[src/rtl/sine_cfg_ctrl_if.sv]
// Byte-stream handshake between the UART RX/TX blocks and the config controller.
// master: UART side (delivers rx bytes, accepts tx bytes)
// slave:  controller side
interface sine_cfg_ctrl_if;
    logic       rx_valid;
    logic [7:0] rx_data;
    logic       tx_ready;
    logic       tx_valid;
    logic [7:0] tx_data;

    modport master (
        output rx_valid,
        output rx_data,
        output tx_ready,
        input  tx_valid,
        input  tx_data
    );

    modport slave (
        input  rx_valid,
        input  rx_data,
        input  tx_ready,
        output tx_valid,
        output tx_data
    );
endinterface

[src/rtl/sine_cfg_ctrl.sv]
// UART command controller for the PWM sine generator.
// Parses 3-byte frames (0xA5, cmd, data), updates phase_step / amplitude /
// out_en and returns one response byte per completed frame.
module sine_cfg_ctrl #(
    parameter int unsigned TIMEOUT_CYCLES = 100000,
    parameter logic [7:0]  PHASE_RST      = 8'h01,
    parameter logic [7:0]  AMP_RST        = 8'hFF
) (
    input  logic                 clk,
    input  logic                 rst_n,
    sine_cfg_ctrl_if.slave       bus,
    output logic [7:0]           phase_step,
    output logic [7:0]           amplitude,
    output logic                 out_en,
    output logic                 cfg_update
);

    localparam int unsigned      CNT_W    = $clog2(TIMEOUT_CYCLES + 1);
    localparam logic [CNT_W-1:0] CNT_LAST = CNT_W'(TIMEOUT_CYCLES - 1);

    localparam logic [7:0] SYNC_BYTE = 8'hA5;
    localparam logic [7:0] ACK_BYTE  = 8'h06;
    localparam logic [7:0] NAK_BYTE  = 8'h15;
    localparam logic [7:0] CMD_PHASE = 8'h01;
    localparam logic [7:0] CMD_AMP   = 8'h02;
    localparam logic [7:0] CMD_EN    = 8'h03;
    localparam logic [7:0] CMD_STAT  = 8'h04;

    typedef enum logic [1:0] {
        IDLE,
        CMD,
        DATA,
        RESP
    } state_t;

    state_t           state;
    logic [7:0]       cmd_reg;
    logic [CNT_W-1:0] tmo_cnt;
    logic             overrun;
    logic             timeout_seen;
    logic             tmo_hit;

    // Idle gap has lasted TIMEOUT_CYCLES edges once the counter shows CNT_LAST
    // on an edge without a byte; saturating compare avoids any wrap.
    always_comb begin
        tmo_hit = (tmo_cnt >= CNT_LAST);
    end

    // Frame parser, register writes, response generation and sticky flags.
    always_ff @(posedge clk or negedge rst_n) begin
        if (!rst_n) begin
            state        <= IDLE;
            cmd_reg      <= '0;
            tmo_cnt      <= '0;
            overrun      <= 1'b0;
            timeout_seen <= 1'b0;
            phase_step   <= PHASE_RST;
            amplitude    <= AMP_RST;
            out_en       <= 1'b0;
            cfg_update   <= 1'b0;
            bus.tx_valid <= 1'b0;
            bus.tx_data  <= '0;
        end else begin
            cfg_update <= 1'b0;
            case (state)
                IDLE: begin
                    if (bus.rx_valid && bus.rx_data == SYNC_BYTE) begin
                        state   <= CMD;
                        tmo_cnt <= '0;
                    end
                end
                CMD: begin
                    if (bus.rx_valid) begin
                        tmo_cnt <= '0;
                        // A repeated sync byte restarts the frame instead of
                        // being taken as a command.
                        if (bus.rx_data != SYNC_BYTE) begin
                            cmd_reg <= bus.rx_data;
                            state   <= DATA;
                        end
                    end else if (tmo_hit) begin
                        state        <= IDLE;
                        timeout_seen <= 1'b1;
                        tmo_cnt      <= '0;
                    end else begin
                        tmo_cnt <= tmo_cnt + CNT_W'(1);
                    end
                end
                DATA: begin
                    if (bus.rx_valid) begin
                        tmo_cnt      <= '0;
                        state        <= RESP;
                        bus.tx_valid <= 1'b1;
                        case (cmd_reg)
                            CMD_PHASE: begin
                                phase_step  <= (bus.rx_data == 8'h00) ? 8'h01 : bus.rx_data;
                                cfg_update  <= 1'b1;
                                bus.tx_data <= ACK_BYTE;
                            end
                            CMD_AMP: begin
                                amplitude   <= bus.rx_data;
                                cfg_update  <= 1'b1;
                                bus.tx_data <= ACK_BYTE;
                            end
                            CMD_EN: begin
                                out_en      <= bus.rx_data[0];
                                cfg_update  <= 1'b1;
                                bus.tx_data <= ACK_BYTE;
                            end
                            CMD_STAT: begin
                                // Status reports the flags as they were, then clears them.
                                bus.tx_data  <= {overrun, timeout_seen, 5'b0, out_en};
                                overrun      <= 1'b0;
                                timeout_seen <= 1'b0;
                            end
                            default: begin
                                bus.tx_data <= NAK_BYTE;
                            end
                        endcase
                    end else if (tmo_hit) begin
                        state        <= IDLE;
                        timeout_seen <= 1'b1;
                        tmo_cnt      <= '0;
                    end else begin
                        tmo_cnt <= tmo_cnt + CNT_W'(1);
                    end
                end
                RESP: begin
                    // Bytes arriving while a response is pending are dropped,
                    // including one on the transfer edge itself.
                    if (bus.rx_valid) begin
                        overrun <= 1'b1;
                    end
                    if (bus.tx_valid && bus.tx_ready) begin
                        bus.tx_valid <= 1'b0;
                        state        <= IDLE;
                    end
                end
                default: begin
                    state <= IDLE;
                end
            endcase
        end
    end

endmodule

[src/flat_wrapper.sv]
// flat-port wrapper written by rule: the top's interface ports become plain ports
module sine_cfg_ctrl_flat 
#(
    parameter int unsigned TIMEOUT_CYCLES = 100000,
    parameter logic [7:0]  PHASE_RST      = 8'h01,
    parameter logic [7:0]  AMP_RST        = 8'hFF
)
  (clk, rst_n, phase_step, amplitude, out_en, cfg_update, bus_rx_valid, bus_rx_data, bus_tx_ready, bus_tx_valid, bus_tx_data);
  sine_cfg_ctrl_if bus_i ();
  input  logic clk;
  input  logic rst_n;
  output logic [7:0] phase_step;
  output logic [7:0] amplitude;
  output logic out_en;
  output logic cfg_update;
  input wire logic [$bits(bus_i.rx_valid)-1:0] bus_rx_valid;
  input wire logic [$bits(bus_i.rx_data)-1:0] bus_rx_data;
  input wire logic [$bits(bus_i.tx_ready)-1:0] bus_tx_ready;
  output wire logic [$bits(bus_i.tx_valid)-1:0] bus_tx_valid;
  output wire logic [$bits(bus_i.tx_data)-1:0] bus_tx_data;
  assign bus_i.rx_valid = bus_rx_valid;
  assign bus_i.rx_data = bus_rx_data;
  assign bus_i.tx_ready = bus_tx_ready;
  assign bus_tx_valid = bus_i.tx_valid;
  assign bus_tx_data = bus_i.tx_data;
  sine_cfg_ctrl #(.TIMEOUT_CYCLES(TIMEOUT_CYCLES), .PHASE_RST(PHASE_RST), .AMP_RST(AMP_RST)) u_core (.clk(clk), .rst_n(rst_n), .bus(bus_i), .phase_step(phase_step), .amplitude(amplitude), .out_en(out_en), .cfg_update(cfg_update));
endmodule
[config.mk]
export PLATFORM = sky130hd
export DESIGN_NAME = sine_cfg_ctrl_flat
export DESIGN_NICKNAME = d
export VERILOG_FILES = /design/src/rtl/sine_cfg_ctrl_if.sv /design/src/rtl/sine_cfg_ctrl.sv /design/src/flat_wrapper.sv
export SDC_FILE = /design/constraint.sdc
export NUM_CORES = 1
export LEC_CHECK = 0
export CORE_ASPECT_RATIO = 1.25
export CORE_UTILIZATION = 39
export DETAILED_ROUTE_END_ITERATION = 7
export GPL_ROUTABILITY_DRIVEN = 0
export PLACE_DENSITY = 0.69
export SKIP_LAST_GASP = 1
export SLEW_MARGIN = 5
export SYNTH_ARGS = -nofsm -noshare
export SYNTH_HDL_FRONTEND = slang
export SYNTH_SLANG_ARGS = --single-unit
[constraint.sdc]
create_clock -name clk -period 6.05 [get_ports clk]
set_clock_uncertainty 0.05 [all_clocks]
set_input_delay 1.5125 -clock clk [delete_from_list [all_inputs] [get_ports clk]]
set_output_delay 1.5125 -clock clk [all_outputs]
set_load 0.005 [all_outputs]
[Word level (Yosys, flattened, before mapping)]
Cells that the tools add are included.
Word-level totals
  bits in registers: 56
  latch bits: 0
  memory bits (writable): 0
  bits in read-only memories: 0
  input port bits: 12
  output and inout bits: 27
  memories: 0
Cells by class
  $add $sub $neg: 1
  multiply operators: 0
  div/mod/pow operators: 0
  magnitude comparators: 1
  eq/ne operators: 17
  shifts and indexed selects: 0
  muxes and demuxes: 26
  bitwise logic cells: 0
  reduce and logical (&&, ||, !) cells: 19
Operator list (number)
  $mux W17: 3
  $pmux W17 S2: 1
  $reduce_and A3 Y1: 7
  $add A17 B1 Y17 const B: 1
  $ge A17 B17 Y1 const B: 1
  $eq A8 B2 Y1 const B: 2
  $pmux W8 S2: 1
  $mux W2: 6
  $mux W1: 10
  $eq A8 B1 Y1 const B: 1
  $eq A8 B3 Y1 const B: 1
  $eq A8 B8 Y1 const B: 1
  $logic_not A8 Y1: 1
  $mux W8: 1
  $ne A2 B2 Y1 const B: 4
  $ne A8 B8 Y1 const B: 1
  $pmux W2 S4: 1
  $pmux W1 S2: 3
  $reduce_bool A2 Y1: 3
  $eq A2 B2 Y1 const B: 2
  $ne A2 B1 Y1 const B: 2
  $reduce_and A2 Y1: 2
  $reduce_and A4 Y1: 1
  $ne A3 B2 Y1 const B: 1
  6 further kinds: 7

[Longest topological paths before layout]
  word-level depth: 5
  gate-level depth with buffers: 9
  gate-level depth less buffers: 7

[Worst setup path before layout]
Ideal clock, no wire load.
  path type: input port to flip-flop
  start point: input port bus_rx_valid
  end point: register u_core.phase_step[1]
  library setup time: 0.125 ns
  arrival time: 2.753 ns
  data required time: 5.875 ns
  path slack: 3.122 ns
  stages: 5
  cell sequence: and2_1 > buf_2 > nand4b_2 > nor3b_4 > mux2_2
Between the ends
  longest elaborated chain between the ends: 1
Ends and longest elaborated chain
  start: declaration: RTL line flat_wrapper.sv:16  | input wire logic [$bits(bus_i.rx_valid)-1:0] bus_rx_valid;
  $reduce_and A3 Y1 (no line)
  end signal: assignment: RTL line sine_cfg_ctrl.sv:96  | phase_step <= (bus.rx_data == 8'h00) ? 8'h01 : bus.rx_data;
  end: declaration: RTL line sine_cfg_ctrl.sv:12  | output logic [7:0] phase_step,
No other way between the ends.
A chain may end at the register's enable or synchronous reset.

[Worst setup path in the final report]
  start point: input port bus_rx_valid
  end point: register u_core.phase_step[3]
Same word-level chain as after synthesis.

==> results.ini <==
[outcome]
status = complete, no violations

[layout]
antenna_cells = 0
top_register = u_core.tmo_cnt
area_growth_syn_to_layout_pct = 19.1
fin_util = 0.488
drive_gt1_frac = 0.183
final_net_count = 311
largest_reg_flops = 17

[logic_synthesis]
synth_cells = 259
synth_top_cell_area_share = 0.411
synth_flop_cell = dfrtp_1
yosys.area.top_type = dfrtp_1
synth_area_leaders = dfrtp_1 41%, mux2_2 9.9%, dfstp_2 8.6%, nand2_1 3.4%, a21oi_1 2.6%
synth_cell_types = 50
ys_async_sr_fraction = 1.00
synth-seq-cells = 54
yosysSeqAreaShare = 0.497
synthesis.area_sq_um = 2740
synth_warnings = 0
avgSynthCellArea_sq_um = 10.6
synth_edf_count = 0

[clock_network]
cts.sinks = 54
cts.path.max_buffers = 2
clk_latency_ps = 320
clk_pin_slew_ps = 110
cts-root-buf = clkbuf_8
h-tree-depth = 2
cts_hold_buf = 0
post_cts_resized = 0
cts_setup_buffers = 0
cts_tree = yes
cts_made_buffers = 5

[routing]
wl_um = 5710
drtIter0Drc = 80
dr.pass1.iters = 4
vias = 2096
via_per_inst = 5.49
route.detailed.drc = 0
ant_nets = 0
avgRoutedWirePerCell_um = 15.0

[grt]
grt_busiest_layer = met2
antenna_found_initial = 0
grt.met2_usage = 0.289
grt_start_max_net_pins = 55
grt-ovfl-total = 0
grt_util_all_layers = 0.163
grt_pass1_wl_um = 9510
use_met1 = 0.202
first_global_vias = 2003
use_met3 = 0.0313

[floorplan]
rows = 33
core_area_sq_um = 6690
die_h_um = 95.7
die_area_sq_um = 7370
die_w_um = 77.0
pin_count = 39
start_util = 0.410

[placed_design]
dp_hpwl_um = 4110
io_buffers = 36

[pwr]
cellPowerDensity_nw_per_um2 = 345
power_leakage_nw = 1.37
vdd_drop_max_mv = 0.137

[sta]
fin_crit_sh = 0.593
rsz0062_at_grt = no
fmax_ghz = 0.279
setup_viol = 0
setup_tns_ps = 0
slew_headroom = 0.547
fin_crit_ps = 3590
drv_slew = 0
tightest_slew_ps = 680
hold_viol = 0

[flow_run]
drv_cap = 0

[setup_path]
required_ps = 6210
cp.arrival_ps = 3750
path_max_fanout = 12
path_class = input port to flip-flop
endpoint_kind = flip-flop
reg2reg_slack_ps = 3530
start_kind = input port

[hold_path]
min-delay-path-class = flip-flop to flip-flop

==> metrics by stage <==
stage	hold slack (ps)	instances	cell area, sq um	worst slack (ps)	power (mW)
4_1_cts	443	382	3260	2440	1.13
2_1_floorplan	410	260	2740	3120	0.784
3_5_place_dp	417	374	3170	2090	0.915
6_report	433	382	3260	2460	1.13
5_1_grt	471	382	3260	2310	1.20
3_3_place_gp	406	374	3170	2150	0.903
==> area by class of cell <==
class	instances	area, sq um
fillers	653	3430
well taps	87	109
flip-flops and latches	54	1360
clock buffers	5	68.8
multi-input cells	185	1290
clock inverters	3	28.8
inverters	10	37.5
repair buffers	38	370
==> logic make-up (layout without fill, tap and decap cells) <==
group           after synthesis  count (layout)  synth area share
simple gates                 96              96             0.208
compound gates               57              57             0.134
flops                        54              54             0.497
mux                          24              24            0.0986
buf+inv                      21              56            0.0347
fa+ha+maj                     5               5            0.0228
other cells                   1               2           0.00137
xor+xnor                      1               1           0.00320
==> layer usage <==
metal / routed length [um] / vias up / share of wire
met1: 2520 / 1046 / 0.44
met4: 59 / 0 / 0.010
met2: 2980 / 33 / 0.52
met3: 153 / 6 / 0.027
met5: 0 / - / 0
li1: - / 1011 / -
==> path summary, 6_finish.rpt <==
path | from | end | cells past startpoint
max | bus_rx_valid | u_core.phase_step[3] | 5
min | u_core.bus.tx_data[4] | u_core.bus.tx_data[4] | 2
max reg2reg | u_core.tmo_cnt[0] | u_core.tmo_cnt[11] | 6
min reg2reg | u_core.bus.tx_data[4] | u_core.bus.tx_data[4] | 2
max in group asynchronous | rst_n | u_core.state[0] | 2
min in group asynchronous | rst_n | u_core.tmo_cnt[0] | 2
==> Yosys cell counts, drive strengths merged (4+ instances only) <==
master	instances
a22o	5
and4	5
inv	10
nand4	5
mux2	24
clkbuf	4
nand2	26
and2	4
ha	5
o21ai	14
o211ai	5
dfstp	9
and3	4
nand3	9
a21o	5
dfrtp	45
buf	7
a21oi	14
nor2	15
==> cell usage in the layout (no fill, tap or decap), types with 4 or more instances in the layout <==
| master | n |
|---|---|
| inv_1 | 10 |
| clkdlybuf4s50_1 | 35 |
| nor2_1 | 15 |
| dfrtp_1 | 45 |
| a22o_1 | 5 |
| ha_1 | 5 |
| and4_1 | 4 |
| a21oi_1 | 14 |
| o21ai_0 | 14 |
| a21o_1 | 5 |
| o211ai_1 | 5 |
| mux2_2 | 24 |
| nand3_1 | 9 |
| clkbuf_8 | 5 |
| and3_1 | 4 |
| nand2_1 | 25 |
| dfstp_2 | 9 |
| nand4_1 | 5 |
==> worst max-delay path: stages <==
cell	delay, ps
clkdlybuf4s50_1	700
and2_1	380
nand4b_2	260
nor3b_4	500
mux2_2	400
==> where the power goes <==
part,switching (mW),internal (mW)
Clock,0.133,0.0861
Sequential,0.0675,0.437
Combinational,0.208,0.196
Note: power is estimated with default switching activity, not from simulation.
